<file path="src/rtl/srio_nwr_arbiter.sv">
// Round-robin owner of the single SRIO NWRITE user interface, one packet per grant.
// Optional WAIT_DONE watchdog enabled by defining SRIO_NWR_ARB_TIMEOUT_EN.
module srio_nwr_arbiter #(
   parameter int NUM_REQ        = 4,
   parameter int IDX_W          = 2,
   parameter int TIMEOUT_CYCLES = 4096
) (
   input  logic                    log_clk,
   input  logic                    log_rst,
   input  logic [NUM_REQ-1:0]      req_i,
   input  logic [34*NUM_REQ-1:0]   req_addr_i,
   input  logic [20*NUM_REQ-1:0]   req_tsize_i,
   input  logic [64*NUM_REQ-1:0]   src_tdata_i,
   input  logic [NUM_REQ-1:0]      src_tvalid_i,
   input  logic [8*NUM_REQ-1:0]    src_tkeep_i,
   input  logic [NUM_REQ-1:0]      src_tlast_i,
   output logic [NUM_REQ-1:0]      src_tready_o,
   input  logic                    nwr_ready_in,
   input  logic                    nwr_busy_in,
   input  logic                    nwr_done_in,
   input  logic                    user_tready_in,
   output logic [33:0]             user_addr_o,
   output logic [19:0]             user_tsize_o,
   output logic [63:0]             user_tdata_o,
   output logic                    user_tvalid_o,
   output logic [7:0]              user_tkeep_o,
   output logic                    user_tlast_o,
   output logic                    user_tfirst_o,
   output logic [NUM_REQ-1:0]      grant_o,
   output logic [NUM_REQ-1:0]      done_o,
   output logic                    err_o
);

   typedef enum logic [1:0] {IDLE, XFER, WAIT_DONE} state_t;

   state_t           state, state_nxt;
   logic [IDX_W-1:0] grant_idx, rr_ptr, win_idx, cand_idx;
   logic             win_vld;
   logic             first_flag;
   logic             xfer, beat_acc, last_acc, start, finish, timeout;
   int               cand;

   // Pick the first requester at or above the round-robin pointer.
   always_comb begin
      win_idx  = '0;
      win_vld  = 1'b0;
      cand     = 0;
      cand_idx = '0;
      for (int i = 0; i < NUM_REQ; i++) begin
         cand     = (int'(rr_ptr) + i) % NUM_REQ;
         cand_idx = IDX_W'(cand);
         if (!win_vld && req_i[cand_idx]) begin
            win_vld = 1'b1;
            win_idx = cand_idx;
         end
      end
   end

   assign xfer     = (state == XFER);
   assign beat_acc = xfer && src_tvalid_i[grant_idx] && user_tready_in;
   assign last_acc = beat_acc && src_tlast_i[grant_idx];
   assign start    = (state == IDLE) && nwr_ready_in && !nwr_busy_in && win_vld;
   assign finish   = (state == WAIT_DONE) && (nwr_done_in || timeout);

   always_comb begin
      src_tready_o = '0;
      if (xfer) src_tready_o[grant_idx] = user_tready_in;
   end

   assign user_tvalid_o = xfer && src_tvalid_i[grant_idx];
   assign user_tlast_o  = xfer && src_tlast_i[grant_idx];
   assign user_tdata_o  = xfer ? src_tdata_i[grant_idx*64 +: 64] : '0;
   assign user_tkeep_o  = xfer ? src_tkeep_i[grant_idx*8 +: 8] : '0;
   assign user_tfirst_o = user_tvalid_o && first_flag;

   always_ff @(posedge log_clk or posedge log_rst) begin
      if (log_rst) state <= IDLE;
      else         state <= state_nxt;
   end

   always_comb begin
      state_nxt = state;
      case (state)
         IDLE:      if (start)    state_nxt = XFER;
         XFER:      if (last_acc) state_nxt = WAIT_DONE;
         WAIT_DONE: if (finish)   state_nxt = IDLE;
         default:                 state_nxt = IDLE;
      endcase
   end

   always_ff @(posedge log_clk or posedge log_rst) begin
      if (log_rst) begin
         grant_idx    <= '0;
         grant_o      <= '0;
         done_o       <= '0;
         rr_ptr       <= '0;
         first_flag   <= 1'b1;
         user_addr_o  <= '0;
         user_tsize_o <= '0;
      end else begin
         done_o <= '0;
         if (start) begin
            grant_idx          <= win_idx;
            grant_o            <= '0;
            grant_o[win_idx]   <= 1'b1;
            user_addr_o        <= req_addr_i[win_idx*34 +: 34];
            user_tsize_o       <= req_tsize_i[win_idx*20 +: 20];
         end
         if (finish) begin
            done_o[grant_idx] <= 1'b1;
            grant_o           <= '0;
            rr_ptr            <= (grant_idx == IDX_W'(NUM_REQ - 1)) ? '0 : grant_idx + 1'b1;
         end
         // A tlast beat re-arms the flag so the next packet starts with tfirst.
         if (beat_acc) first_flag <= last_acc;
      end
   end

`ifdef SRIO_NWR_ARB_TIMEOUT_EN
   logic [31:0] to_cnt;

   assign timeout = (state == WAIT_DONE) && (to_cnt == 32'(TIMEOUT_CYCLES - 1));

   always_ff @(posedge log_clk or posedge log_rst) begin
      if (log_rst) begin
         to_cnt <= '0;
         err_o  <= 1'b0;
      end else begin
         to_cnt <= (state == WAIT_DONE) ? to_cnt + 32'd1 : 32'd0;
         err_o  <= timeout && !nwr_done_in;
      end
   end
`else
   assign timeout = 1'b0;
   assign err_o   = 1'b0;
`endif

endmodule
</file>
<file path="config.mk">
export PLATFORM = sky130hd
export DESIGN_NAME = srio_nwr_arbiter
export DESIGN_NICKNAME = d
export VERILOG_FILES = /design/src/rtl/srio_nwr_arbiter.sv
export SDC_FILE = /design/constraint.sdc
export NUM_CORES = 1
export LEC_CHECK = 0
export CAP_MARGIN = 30
export CORE_AREA = 2 2 259 261
export CTS_CLUSTER_DIAMETER = 80
export CTS_CLUSTER_SIZE = 20
export DETAILED_ROUTE_END_ITERATION = 6
export DIE_AREA = 0 0 261 263
export PLACE_DENSITY = 0.37
export SLEW_MARGIN = 5
export SYNTH_ARGS = -nofsm -noshare
export SYNTH_HDL_FRONTEND = slang
export SYNTH_SLANG_ARGS = --single-unit
</file>
<file path="constraint.sdc">
create_clock -name log_clk -period 2.3 [get_ports log_clk]
set_clock_uncertainty 0.2 [all_clocks]
set_input_delay 0.345 -clock log_clk [delete_from_list [all_inputs] [get_ports log_clk]]
set_output_delay 0.345 -clock log_clk [all_outputs]
set_load 0.005 [all_outputs]
</file>
Yosys cells after proc, flatten, opt, wreduce, memory -nomap -nowiden

Index checks and enable logic that the tools add are counted.

Magnitude comparators: 8
Reductions and logical operators: 21
Bitwise logic cells: 1
Shift-type cells: 4
Multipliers: 2
Muxes and demuxes: 35
Equal/unequal tests: 6
$add $sub $neg: 4

Operator list:

| operator            | count |
|---|---|
| $shiftx 256x9->64   | 1 |
| $shiftx 136x9->34   | 1 |
| $shiftx 80x8->20    | 1 |
| $mux 64             | 1 |
| $shiftx 32x6->8     | 1 |
| $lt 2x3->1 const B  | 6 |
| $mux 2              | 8 |
| $mux 4              | 4 |
| $logic_and 1x1->1   | 14 |
| $bmux 1 s2          | 6 |
| $mux 1              | 12 |
| $mux 8              | 1 |
| $mul 2x5->7 const B | 1 |
| $pmux 2 s3          | 1 |
| $mul 2x3->5 const B | 1 |
| $add 2x1->2 const B | 2 |
| $add 2x2->2 const B | 2 |
| $and 4x4->4         | 1 |
| $demux 1 s2         | 2 |
| $eq 2x2->1 const B  | 2 |
| $ge 2x1->1 const B  | 2 |
| $logic_not 1->1     | 4 |
| $ne 2x2->1 const B  | 2 |
| $reduce_and 3->1    | 1 |
| other kinds (4)     | 4 |

Register bits: 69
Output and inout bits: 142

Logic depth before layout (Yosys ltp)

Word-level depth: 18
Gate-level depth with buffers: 7
Mapped depth without buffers: 4

Least setup slack after synthesis

No wires, ideal clock.

Kind: register -> output
Start point: register grant_idx[0]
End point: output user_tdata_o[13]
Data required time: 1.755 ns
Path slack: 0.099 ns
Arrival: 1.656 ns
Buffers on the path: 3
Cell stages (with the launch flop): 6
Cells stage by stage: dfrtp_1 buf_2 buf_2 buf_4 mux4_2 and2_1

Longest elaborated chain between the ends: 2

RTL lines:

| element                | RTL line | source |
|---|---|---|
| start, declared        | 37       | `logic [IDX_W-1:0] grant_idx, rr_ptr, win_idx, cand_idx;` |
| start signal, assigned | 103      | `grant_idx <= win_idx;` |
| $shiftx 256x9->64      | 72       | `assign user_tdata_o = xfer ? src_tdata_i[grant_idx*64 +: 64] : '0;` |
| $mux 64                | 72       |  |
| end, declared          | 24       | `output logic [63:0] user_tdata_o,` |

Every way passes these cells.

Final worst setup path

Start point: register grant_idx[0]
End point: output user_tdata_o[41]

Same word-level chain as after synthesis.

==> summary.md <==
| Metric | Value |
|---|---|
| GRT Overall Usage | 16.2% |
| # rows | 94 |
| Total Wirelength | 58100 microns |
| Sequential area share after synthesis | 25.7% |
| Clock Root Buffer | clkbuf_16 |
| Hold Vio Cnt, Final | 0 |
| Pleak | 5.86 nW |
| Antenna Nets Post-Route | 0 |
| Flop2flop setup slack | 60 ps |
| Mapped Area | 6720 sq um |
| Reg clk slew, reported paths | 60 ps |
| Final worst slack | -395 ps |
| Post-Synthesis Cells | 705 |
| Met2 wire length | 32000 microns |
| Vias in the first global route | 10200 |
| Most frequent cells after synthesis | and2_1 (78), mux4_2 (74), dfrtp_1 (68) |
| DR vias | 9382 |
| Reg-to-Reg End | state[1]$_DFFE_PP0P_ |
| Max-slew headroom | 62.0% |
| Unrepaired setup endpoints after global routing | true |
| Routed vias/inst | 4.11 |
| Ports | 664 |
| Yosys warns | 0 |
| # clock sinks | 69 |
| Largest net degree at the start of global routing | 70 |
| Post-synth top area cell | dfrtp_1 |
| Synth Register Bits | 69 |
| Crit-path cells | buf_12 -> buf_12 -> buf_12 -> buf_8 -> mux4_2 -> and2_4 -> buf_6 |
| Final Max Tran Viols | 0 |
| FMAX | 0.371 GHz |
| Avg Inst Size Synth | 9.53 sq um |
| Top layer in use | met5 |
| Crit path depth | 7 |
| Least-Margin Pin Slew | 570 ps |
| Crit path kind | flip-flop to output pin |
| Most Frequent Cell on Critical Path | buf_12 |
| Die ar. | 68600 sq um |
| Compound-Gate Fraction of Synth Area | 20.1% |
| Buffers & Inverters on Critical Path | 5 |
| Fin crit share | 117% |
| Yosys top cell area share | 25.3% |
| Placer congestion estimate | 0.865 |
| Routed wire per std cell | 25.5 microns |
| Number of DRC markers in iteration 0 | 488 |
| Core Footprint | 65600 sq um |
| CTS tree | done |
| Overflow after GRT | 0 |
| Syn-to-layout area delta | 139% |
| Synth Area in XOR/XNOR | 0% |
| Post-route insts no fill | 2280 |
| H-tree depth | 3 |
| Worst path max stage delay | 500 ps |
| Die Span Y | 263 microns |
| Maxcap violations | 0 |
| Worst path top cell family by delay | buffers and inverters |
| Post-Synth Simple-Gate Area | 21.7% |
| Slowest CP cell | dfrtp_4 |
| Hold-fix buffers at CTS | 0 |
| Outcome | finished with violations |
| Place WS | -377 ps |
| Mux contribution to synthesized area | 24.8% |
| DR DRC count | 0 |
| Reg-to-Reg Start | grant_idx[0]$_DFFE_PP0P_ |
| Total CTS buffers | 9 |
| Worst-path fanout max | 6 |
| Starting Density | 10.2% |
| CTS max path bufs | 2 |
| Fin Setup TNS | -21540 ps |
| Crit path to | user_tdata_o[41] |
| Hold Path Class | primary input to async pin |
| Synth Area in Adders | 0.745% |
| Ranking of synthesized cells by area | dfrtp_1 (25%), mux4_2 (25%), and2_1 (7.3%), a41oi_1 (6.9%), o211ai_1 (6.1%) |
| Async set-reset flop share out of synthesis | 100% |
| Finished Core Util | 24.4% |
| Fin nets | 1928 |
| Tmin final | 2690 ps |
| Clk Latency, worst-skew pair | 370 ps |
| Yosys cell types | 44 |
| Final setup fails | 79 |
| Post-Syn Nets | 1231 |
| Crit end category | output pin |
| Top-count cell post-synth | and2_1 |
| Worst setup startpoint | grant_idx[0]$_DFFE_PP0P_ |
| Post-DP HPWL | 46000 microns |
| Drt first pass iters | 4 |
| Total power divided by cell area | 1000 nW/um^2 |
| CP startpoint kind | flip-flop |
| Worst Reg-to-Reg Cells | 7 |
| First-pass GRT wire length | 78300 microns |
| Ys flop type | dfrtp_1 |
| Worst path required time | 1750 ps |
| Fraction of layout cells with a size suffix above 1 | 26.2% |
| Met3 WL | 5180 microns |
| Initial antenna violation count | 20 |
| EDFF count, synth | 0 |
| Met1 wire length | 19300 microns |
| Worst VDD drop | 0.399 mV |
| I/O Buffers | 662 |
| Largest family of logic cells by synthesized area | multiplexers |
| Critical Path AT | 2150 ps |
| Failing checks | negative setup slack |
| Placed insts | 2220 |
| Die width | 261 microns |
-- final cells by class --
cell class / instances / area [sq um]
Sequential cell: 69 / 1740
Tap cell: 864 / 1080
Timing Repair Buffer: 774 / 8070
Multi-Input combinational cell: 543 / 4780
Clock inverter: 5 / 58.8
Fill cell: 7050 / 49600
Antenna cell: 9 / 22.5
Inverter: 5 / 32.5
Clock buffer: 11 / 243
-- timing repair --
action	in CTS	in global routing
gates cloned	4	0
pin swaps	26	10
gates resized for setup	427	64
setup endpoints to repair	80	80
setup buffers	21	14
-- sequential cells by signal (all words and copies together) (netlist names) --
signal	count
grant_idx	2
state	2
done_o	4
user_tsize_o	20
grant_o	4
first_flag	1
user_addr_o	34
rr_ptr	2
-- cell families after synthesis --
| group | count (synthesis) |
|---|---|
| AO/OA/AOI/OAI | 188 |
| adder cells (fa/ha/maj) | 4 |
| buffers and inverters | 93 |
| flip-flops | 69 |
| multiplexers | 74 |
| other | 1 |
| AND/OR/NAND/NOR | 276 |
-- how the worst min path moves through the flow --
stage / startpoint / to / slack (ps) / cells after the start
2_1_floorplan: grant_o[1]$_DFFE_PP0P_ / grant_o[1]$_DFFE_PP0P_ / 290 / 2
3_3_place_gp: grant_o[0]$_DFFE_PP0P_ / grant_o[0]$_DFFE_PP0P_ / 290 / 2
3_5_place_dp: grant_o[3]$_DFFE_PP0P_ / grant_o[3]$_DFFE_PP0P_ / 290 / 2
4_1_cts: log_rst / user_addr_o[30]$_DFFE_PP0P_ / 170 / 3
5_1_grt: log_rst / state[1]$_DFFE_PP0P_ / 180 / 3
6_report: log_rst / state[1]$_DFFE_PP0P_ / 140 / 3
-- cells in the final DEF (no fill, tap or decap), drive strengths merged, types with 2 or more instances in the layout --
master,synthesis,routed
and3,5,5
dfrtp,68,68
clkdlybuf4s50,0,581
ha,4,4
a21oi,59,59
nor2,55,55
or3,2,2
nor2b,3,3
nor3,2,2
clkinvlp,0,2
and2,78,78
mux4,74,74
o211ai,55,55
inv,5,4
diode,0,9
nand3b,2,2
o21a,2,2
clkinv,0,3
a41oi,54,54
nand3,6,6
or2,3,3
nand2,60,60
clkbuf,38,15
o21ai,13,13
nand4,54,54
buf,50,189
-- where the power goes --
part	internal (W)	switching (W)
Clock	0.000872	0.000662
Combinational	0.00717	0.00512
Sequential	0.00180	0.000404
-- routing by layer --
layer,up-vias,global-route usage [%]
met3,63,4.74
met4,10,5.96
met2,509,31.6
li1,4161,-
met5,-,0
met1,4639,15.7
-- per-stage QoR --
step                area (sq um)  power [W]  hold slack, ps
floorplan                   6720    0.00648             290
detailed placement         14900     0.0129             290
finish                     16000     0.0160             142
CTS                        15800     0.0159             174
global route               16000     0.0170             176
global placement           14900     0.0129             288
-- tightest hold or removal path, stage by stage --
cell             delay [ps]
clkdlybuf4s50_1         410
clkinv_2                 60
buf_12                  330
Power figures use the tool's default switching activity.
